File: src/rtl/key_evt_ctrl.sv
// key_evt_ctrl: turns debounced button levels into a ready/valid stream of key events.
// Build option KEY_EVT_LONG_EN: SHORT/LONG hold classification; otherwise one PRESS event per press edge.
module key_evt_ctrl #(
  parameter int BTN_WIDTH = 8,
  parameter int TICK_DIV  = 27000,
  parameter int LONG_MS   = 1000
) (
  input  logic                 clk,
  input  logic                 rst_n,
  input  logic [BTN_WIDTH-1:0] btn_deb,
  output logic                 evt_valid,
  input  logic                 evt_ready,
  output logic [3:0]           evt_idx,
  output logic [1:0]           evt_type,
  output logic                 evt_ovf
);

  if (BTN_WIDTH < 1 || BTN_WIDTH > 16 || TICK_DIV < 1 || LONG_MS < 1 || LONG_MS > 65535) begin : g_param_chk
    $error("key_evt_ctrl: parameter out of range");
  end

  logic                 r_init_done;
  logic [BTN_WIDTH-1:0] r_btn_q;
  logic [BTN_WIDTH-1:0] w_press;
  logic [BTN_WIDTH-1:0] w_gen;
  logic [1:0]           w_gen_type [BTN_WIDTH];
  logic [BTN_WIDTH-1:0] w_accept;
  logic [BTN_WIDTH-1:0] w_ovf_hit;
  logic [15:0]          w_pend16;
  logic [1:0]           w_type16 [16];
  logic                 w_arb_found;
  logic [3:0]           w_arb_idx;
  logic                 r_evt_valid;
  logic [3:0]           r_evt_idx;
  logic [1:0]           r_evt_type;
  logic                 r_evt_ovf;
  logic [3:0]           r_last_grant;

  // Edge-detect register; the first cycle after reset only loads, so a button held through reset is not a press.
  always_ff @(posedge clk or negedge rst_n) begin
    if (!rst_n) begin
      r_btn_q     <= {BTN_WIDTH{1'b0}};
      r_init_done <= 1'b0;
    end else begin
      r_btn_q     <= btn_deb;
      r_init_done <= 1'b1;
    end
  end

  assign w_press = r_init_done ? (btn_deb & ~r_btn_q) : {BTN_WIDTH{1'b0}};

`ifdef KEY_EVT_LONG_EN
  localparam logic [1:0]  EVT_SHORT = 2'b10;
  localparam logic [1:0]  EVT_LONG  = 2'b11;
  localparam int          TICK_W    = (TICK_DIV > 1) ? $clog2(TICK_DIV) : 1;
  localparam logic [15:0] LONG_THR  = 16'(LONG_MS);

  typedef enum logic [1:0] {
    ST_IDLE      = 2'b00,
    ST_HELD      = 2'b01,
    ST_LONG_DONE = 2'b10
  } hold_st_t;

  logic [BTN_WIDTH-1:0] w_release;
  logic [TICK_W-1:0]    r_tick_cnt;
  logic                 w_ms_tick;

  assign w_release = r_init_done ? (~btn_deb & r_btn_q) : {BTN_WIDTH{1'b0}};
  assign w_ms_tick = (r_tick_cnt == TICK_W'(TICK_DIV - 1));

  // Free-running millisecond divider.
  always_ff @(posedge clk or negedge rst_n) begin
    if (!rst_n) begin
      r_tick_cnt <= {TICK_W{1'b0}};
    end else if (w_ms_tick) begin
      r_tick_cnt <= {TICK_W{1'b0}};
    end else begin
      r_tick_cnt <= r_tick_cnt + {{(TICK_W-1){1'b0}}, 1'b1};
    end
  end

  for (genvar gi = 0; gi < BTN_WIDTH; gi++) begin : g_fsm
    hold_st_t    r_state;
    logic [15:0] r_hold;
    logic        w_at_thr;

    assign w_at_thr       = (r_hold == LONG_THR);
    // A release in the threshold cycle still classifies as SHORT.
    assign w_gen[gi]      = (r_state == ST_HELD) & (w_release[gi] | w_at_thr);
    assign w_gen_type[gi] = w_release[gi] ? EVT_SHORT : EVT_LONG;

    // Per-button hold classifier.
    always_ff @(posedge clk or negedge rst_n) begin
      if (!rst_n) begin
        r_state <= ST_IDLE;
        r_hold  <= 16'd0;
      end else begin
        case (r_state)
          ST_IDLE: begin
            if (w_press[gi]) begin
              r_state <= ST_HELD;
              r_hold  <= 16'd0;
            end
          end
          ST_HELD: begin
            if (w_release[gi]) begin
              r_state <= ST_IDLE;
            end else if (w_at_thr) begin
              r_state <= ST_LONG_DONE;
            end else if (w_ms_tick && (r_hold != 16'hFFFF)) begin
              r_hold <= r_hold + 16'd1;
            end
          end
          ST_LONG_DONE: begin
            if (w_release[gi]) begin
              r_state <= ST_IDLE;
            end
          end
          default: begin
            r_state <= ST_IDLE;
            r_hold  <= 16'd0;
          end
        endcase
      end
    end
  end
`else
  localparam logic [1:0] EVT_PRESS = 2'b01;

  assign w_gen = w_press;
  for (genvar gi = 0; gi < BTN_WIDTH; gi++) begin : g_press
    assign w_gen_type[gi] = EVT_PRESS;
  end
`endif

  for (genvar gi = 0; gi < BTN_WIDTH; gi++) begin : g_slot
    logic       r_sv;
    logic [1:0] r_st;

    assign w_accept[gi]  = r_evt_valid & evt_ready & (r_evt_idx == 4'(gi));
    assign w_ovf_hit[gi] = w_gen[gi] & r_sv & ~w_accept[gi];

    // Pending slot: a new event beats a same-cycle acceptance so it is not lost.
    always_ff @(posedge clk or negedge rst_n) begin
      if (!rst_n) begin
        r_sv <= 1'b0;
        r_st <= 2'b00;
      end else if (w_gen[gi]) begin
        r_sv <= 1'b1;
        r_st <= w_gen_type[gi];
      end else if (w_accept[gi]) begin
        r_sv <= 1'b0;
      end
    end
  end

  for (genvar g = 0; g < 16; g++) begin : g_pad
    if (g < BTN_WIDTH) begin : g_live
      assign w_pend16[g] = g_slot[g].r_sv;
      assign w_type16[g] = g_slot[g].r_st;
    end else begin : g_tie
      assign w_pend16[g] = 1'b0;
      assign w_type16[g] = 2'b00;
    end
  end

  // Round-robin pick: first pending index after the last grant, wrapping at BTN_WIDTH.
  always_comb begin
    logic [4:0] v_sum;
    logic [4:0] v_cand;
    logic       v_hit;
    w_arb_found = 1'b0;
    w_arb_idx   = 4'd0;
    v_sum       = 5'd0;
    v_cand      = 5'd0;
    v_hit       = 1'b0;
    for (int k = 1; k <= BTN_WIDTH; k++) begin
      v_sum       = {1'b0, r_last_grant} + 5'(k);
      v_cand      = (v_sum >= 5'(BTN_WIDTH)) ? (v_sum - 5'(BTN_WIDTH)) : v_sum;
      v_hit       = ~w_arb_found & w_pend16[v_cand[3:0]];
      w_arb_idx   = v_hit ? v_cand[3:0] : w_arb_idx;
      w_arb_found = w_arb_found | v_hit;
    end
  end

  // Output register: holds while stalled, idles one cycle after each acceptance.
  always_ff @(posedge clk or negedge rst_n) begin
    if (!rst_n) begin
      r_evt_valid  <= 1'b0;
      r_evt_idx    <= 4'd0;
      r_evt_type   <= 2'b00;
      r_evt_ovf    <= 1'b0;
      r_last_grant <= 4'(BTN_WIDTH - 1);
    end else begin
      r_evt_ovf <= |w_ovf_hit;
      if (r_evt_valid) begin
        if (evt_ready) begin
          r_evt_valid  <= 1'b0;
          r_last_grant <= r_evt_idx;
        end
      end else if (w_arb_found) begin
        r_evt_valid <= 1'b1;
        r_evt_idx   <= w_arb_idx;
        r_evt_type  <= w_type16[w_arb_idx];
      end
    end
  end

  assign evt_valid = r_evt_valid;
  assign evt_idx   = r_evt_idx;
  assign evt_type  = r_evt_type;
  assign evt_ovf   = r_evt_ovf;

endmodule
File: config.mk
export PLATFORM = sky130hd
export DESIGN_NAME = key_evt_ctrl
export DESIGN_NICKNAME = d
export VERILOG_FILES = /design/src/rtl/key_evt_ctrl.sv
export SDC_FILE = /design/constraint.sdc
export NUM_CORES = 1
export LEC_CHECK = 0
export ABC_AREA = 1
export ABC_CLOCK_PERIOD_IN_PS = 3900
export BUFFER_PORTS_ARGS = -buffer_cell sky130_fd_sc_hd__buf_2
export CAP_MARGIN = 25
export CORE_AREA = 2 2 101 103
export DETAILED_ROUTE_END_ITERATION = 10
export DIE_AREA = 0 0 103 105
export PLACE_DENSITY = 0.36
export REMOVE_ABC_BUFFERS = 1
export SLEW_MARGIN = 20
export SYNTH_ARGS = -nofsm -noshare
export SYNTH_HDL_FRONTEND = slang
export SYNTH_SLANG_ARGS = --single-unit
export TNS_END_PERCENT = 30
File: constraint.sdc
create_clock -name clk -period 3.9 [get_ports clk]
set_clock_uncertainty 0.15 [all_clocks]
set_input_delay 0.585 -clock clk [delete_from_list [all_inputs] [get_ports clk]]
set_output_delay 0.585 -clock clk [all_outputs]
set_load 0.05 [all_outputs]
==> impl_metrics.ini <==
[cells_and_area]
drive_above_1_share_pct = 15.5
layout_common_cells = nand2_1, nand3_1, inv_1, dfrtp_1, nor2_1
antenna_cells = 0
post-route-util_pct = 28.6
num-nets-final = 376
area_growth_pct = 12.0
final_common_cell = nand2_1

[place]
place_congestion = 0.847
port_buffers = 17
place.detailed.hpwl_mm = 5.43

[clock_tree]
tritoncts = done
cts_sinks = 36
clk_pin_slew_ns = 0.08
clockBufferDepth = 2
ctsRootBufferMaster = clkbuf_8
cts-resized-gates = 0
ctsHoldBuffers = 0
cts_buffers = 5
postCtsSetupBuffers = 0
h-tree-depth = 2
clock_latency_ns = 0.29

[timing]
rsz0062_at_grt = no
relSlewSlack_pct = 45.6
drv_slew = 0
max_freq_mhz = 307
period_share_pct = 83.5
fin_setup_tns_ns = 0
fin_crit_ns = 3.26
hold_violations = 0
setup_viol = 0
worstMarginPinSlew_ns = 0.816

[setup_path]
max_stage_delay_ns = 0.70
cpMaxStageDelayCell = dfstp_2
crit_top_cell = nand3_1
cp-start-kind = flop
crit_buf_inv = 2
required_ns = 3.97
path_max_fanout = 13
path_class = reg -> reg
cp.arrival_ns = 3.33
path_cells = inv_2 -> ha_1 -> inv_1 -> nand3_1 -> nand2_1 -> nand2_2 -> nand3_4 -> nand3_1 -> nor2_1 -> nor2_1 -> nand3_1 -> nor2_1 -> nand2_1 -> nor2_1 -> nand3_1 -> nand2_1 -> nand2_1 -> nand3_1
cp-end-kind = flop
rrSetupSlack_ns = 0.64
crit_family = simple AND/OR/NAND/NOR gates

[synthesis]
synth_top_area_share_pct = 33.5
synth-main-ff-cell = dfrtp_1
ys_seq_elements = 36
synth.distinct_cells = 38
yosys_warnings = 0
yosysSeqAreaShare_pct = 36.7
syn-cell-area_um2 = 2460
async_flop_share_pct = 100
synth_top_area_cell = dfrtp_1
synth.avg_cell_area_um2 = 7.33
postSynthCellCount = 336
yosys-top-cells-area = dfrtp_1, nand2_1, nand3_1, ha_1, inv_1
synth_edf_count = 0

[run]
cap_viol_max_count = 0

[route]
vias = 2153
via_per_inst = 4.41
drc = 0
wire_per_inst_um = 14.1
first_pass_iters = 4
drtIter0Drc = 56
wirelength_mm = 6.87
antenna_left = 0

[global_route]
grt_pass1_vias = 2219
grt-ovfl-total = 0
grt_start_max_net_pins = 37
grt_pass1_wl_mm = 11.4
track_usage_pct = 13.6
grt_antenna_before_repair = 0

[die]
start_util_pct = 25.6
row_count = 36
die_h_um = 105
core_um2 = 9640
pin_count = 19
dieArea_um2 = 10800
die_x_um = 103

[outcome]
status = completed

[worst_hold_path]
hold_class = in -> async
==> synth_stat cells (2+ instances only) <==
| cell | n |
|---|---|
| nand3_4 | 2 |
| conb_1 | 2 |
| nor2_1 | 26 |
| buf_2 | 3 |
| inv_2 | 4 |
| nand4_1 | 6 |
| ha_1 | 11 |
| nand3_1 | 54 |
| inv_1 | 34 |
| nand2_2 | 9 |
| nand3_2 | 3 |
| o21ai_0 | 11 |
| dfrtp_1 | 33 |
| a21oi_1 | 6 |
| buf_6 | 3 |
| xor2_1 | 3 |
| dfstp_2 | 3 |
| xnor2_1 | 2 |
| nand2_1 | 99 |
| o22ai_1 | 4 |
==> path summary, 6_finish.rpt <==
kind	startpoint	to	depth (start not counted)
max in group asynchronous	rst_n	r_last_grant[3]	1
hold / removal	rst_n	r_btn_q[7]	1
min in group clk	btn_deb[7]	r_btn_q[7]	1
setup / recovery	r_last_grant[1]	evt_type[0]	18
hold reg to reg	g_slot[3].r_st[0]	g_slot[3].r_st[0]	2
setup reg to reg	r_last_grant[1]	evt_type[0]	18
==> registers in the layout (all words and copies together) (netlist names) <==
signal	count
g_slot.r_st	8
r_last_grant	4
evt_type	1
evt_valid	1
r_init_done	1
evt_idx	4
r_btn_q	8
g_slot.r_sv	8
evt_ovf	1
==> routing by layer <==
metal | track usage (%) | part of all wire, % | vias to the layer above | wire length, um
met5 | 0 | 0 | - | 0
met4 | 2.54 | 0.45 | 0 | 31
met3 | 2.01 | 1.5 | 2 | 102
met2 | 23.0 | 49 | 22 | 3390
met1 | 18.2 | 49 | 1015 | 3350
li1 | - | - | 1114 | -
==> stage by stage <==
stage,worst slack (ns),hold slack (ns),cell area (um2),instances
final,0.642,0.236,2760,488
after detailed placement,0.684,0.291,2670,480
after CTS,0.666,0.251,2760,488
after global placement,0.744,0.292,2670,480
after floorplan,1.12,0.139,2400,328
after global routing,0.348,0.244,2760,488
==> final cells by class <==
class	count	area, um2
tap	133	166
multi-input combinational	253	1350
clock buffer	6	72.6
inverter	39	149
fill	1110	6880
clock inverter	2	16.3
timing repair buffer	19	100
sequential	36	905
==> worst reg2reg max path: stages, from the launching register on <==
cell and delay [ns]:
dfstp_2 0.70, inv_2 0.18, ha_1 0.43, inv_1 0.15, nand3_1 0.13, nand2_1 0.10, nand2_2 0.08, nand3_4 0.13
nand3_1 0.17, nor2_1 0.05, nor2_1 0.08, nand3_1 0.08, nor2_1 0.15, nand2_1 0.07, nor2_1 0.25, nand3_1 0.12
nand2_1 0.07, nand2_1 0.04, nand3_1 0.07
==> kinds of logic after synthesis <==
kind of cell	after synthesis	share of synthesized area [%]
flip-flops	36	36.7
AO/OA/AOI/OAI	27	6.60
AND/OR/NAND/NOR	207	39.9
buffers and inverters	47	8.48
other	2	0.305
adder cells (fa/ha/maj)	11	5.59
XOR/XNOR	6	2.44
Power is not shown: default switching activity piles up to over one toggle a cycle in this logic, so the estimate is an artifact.
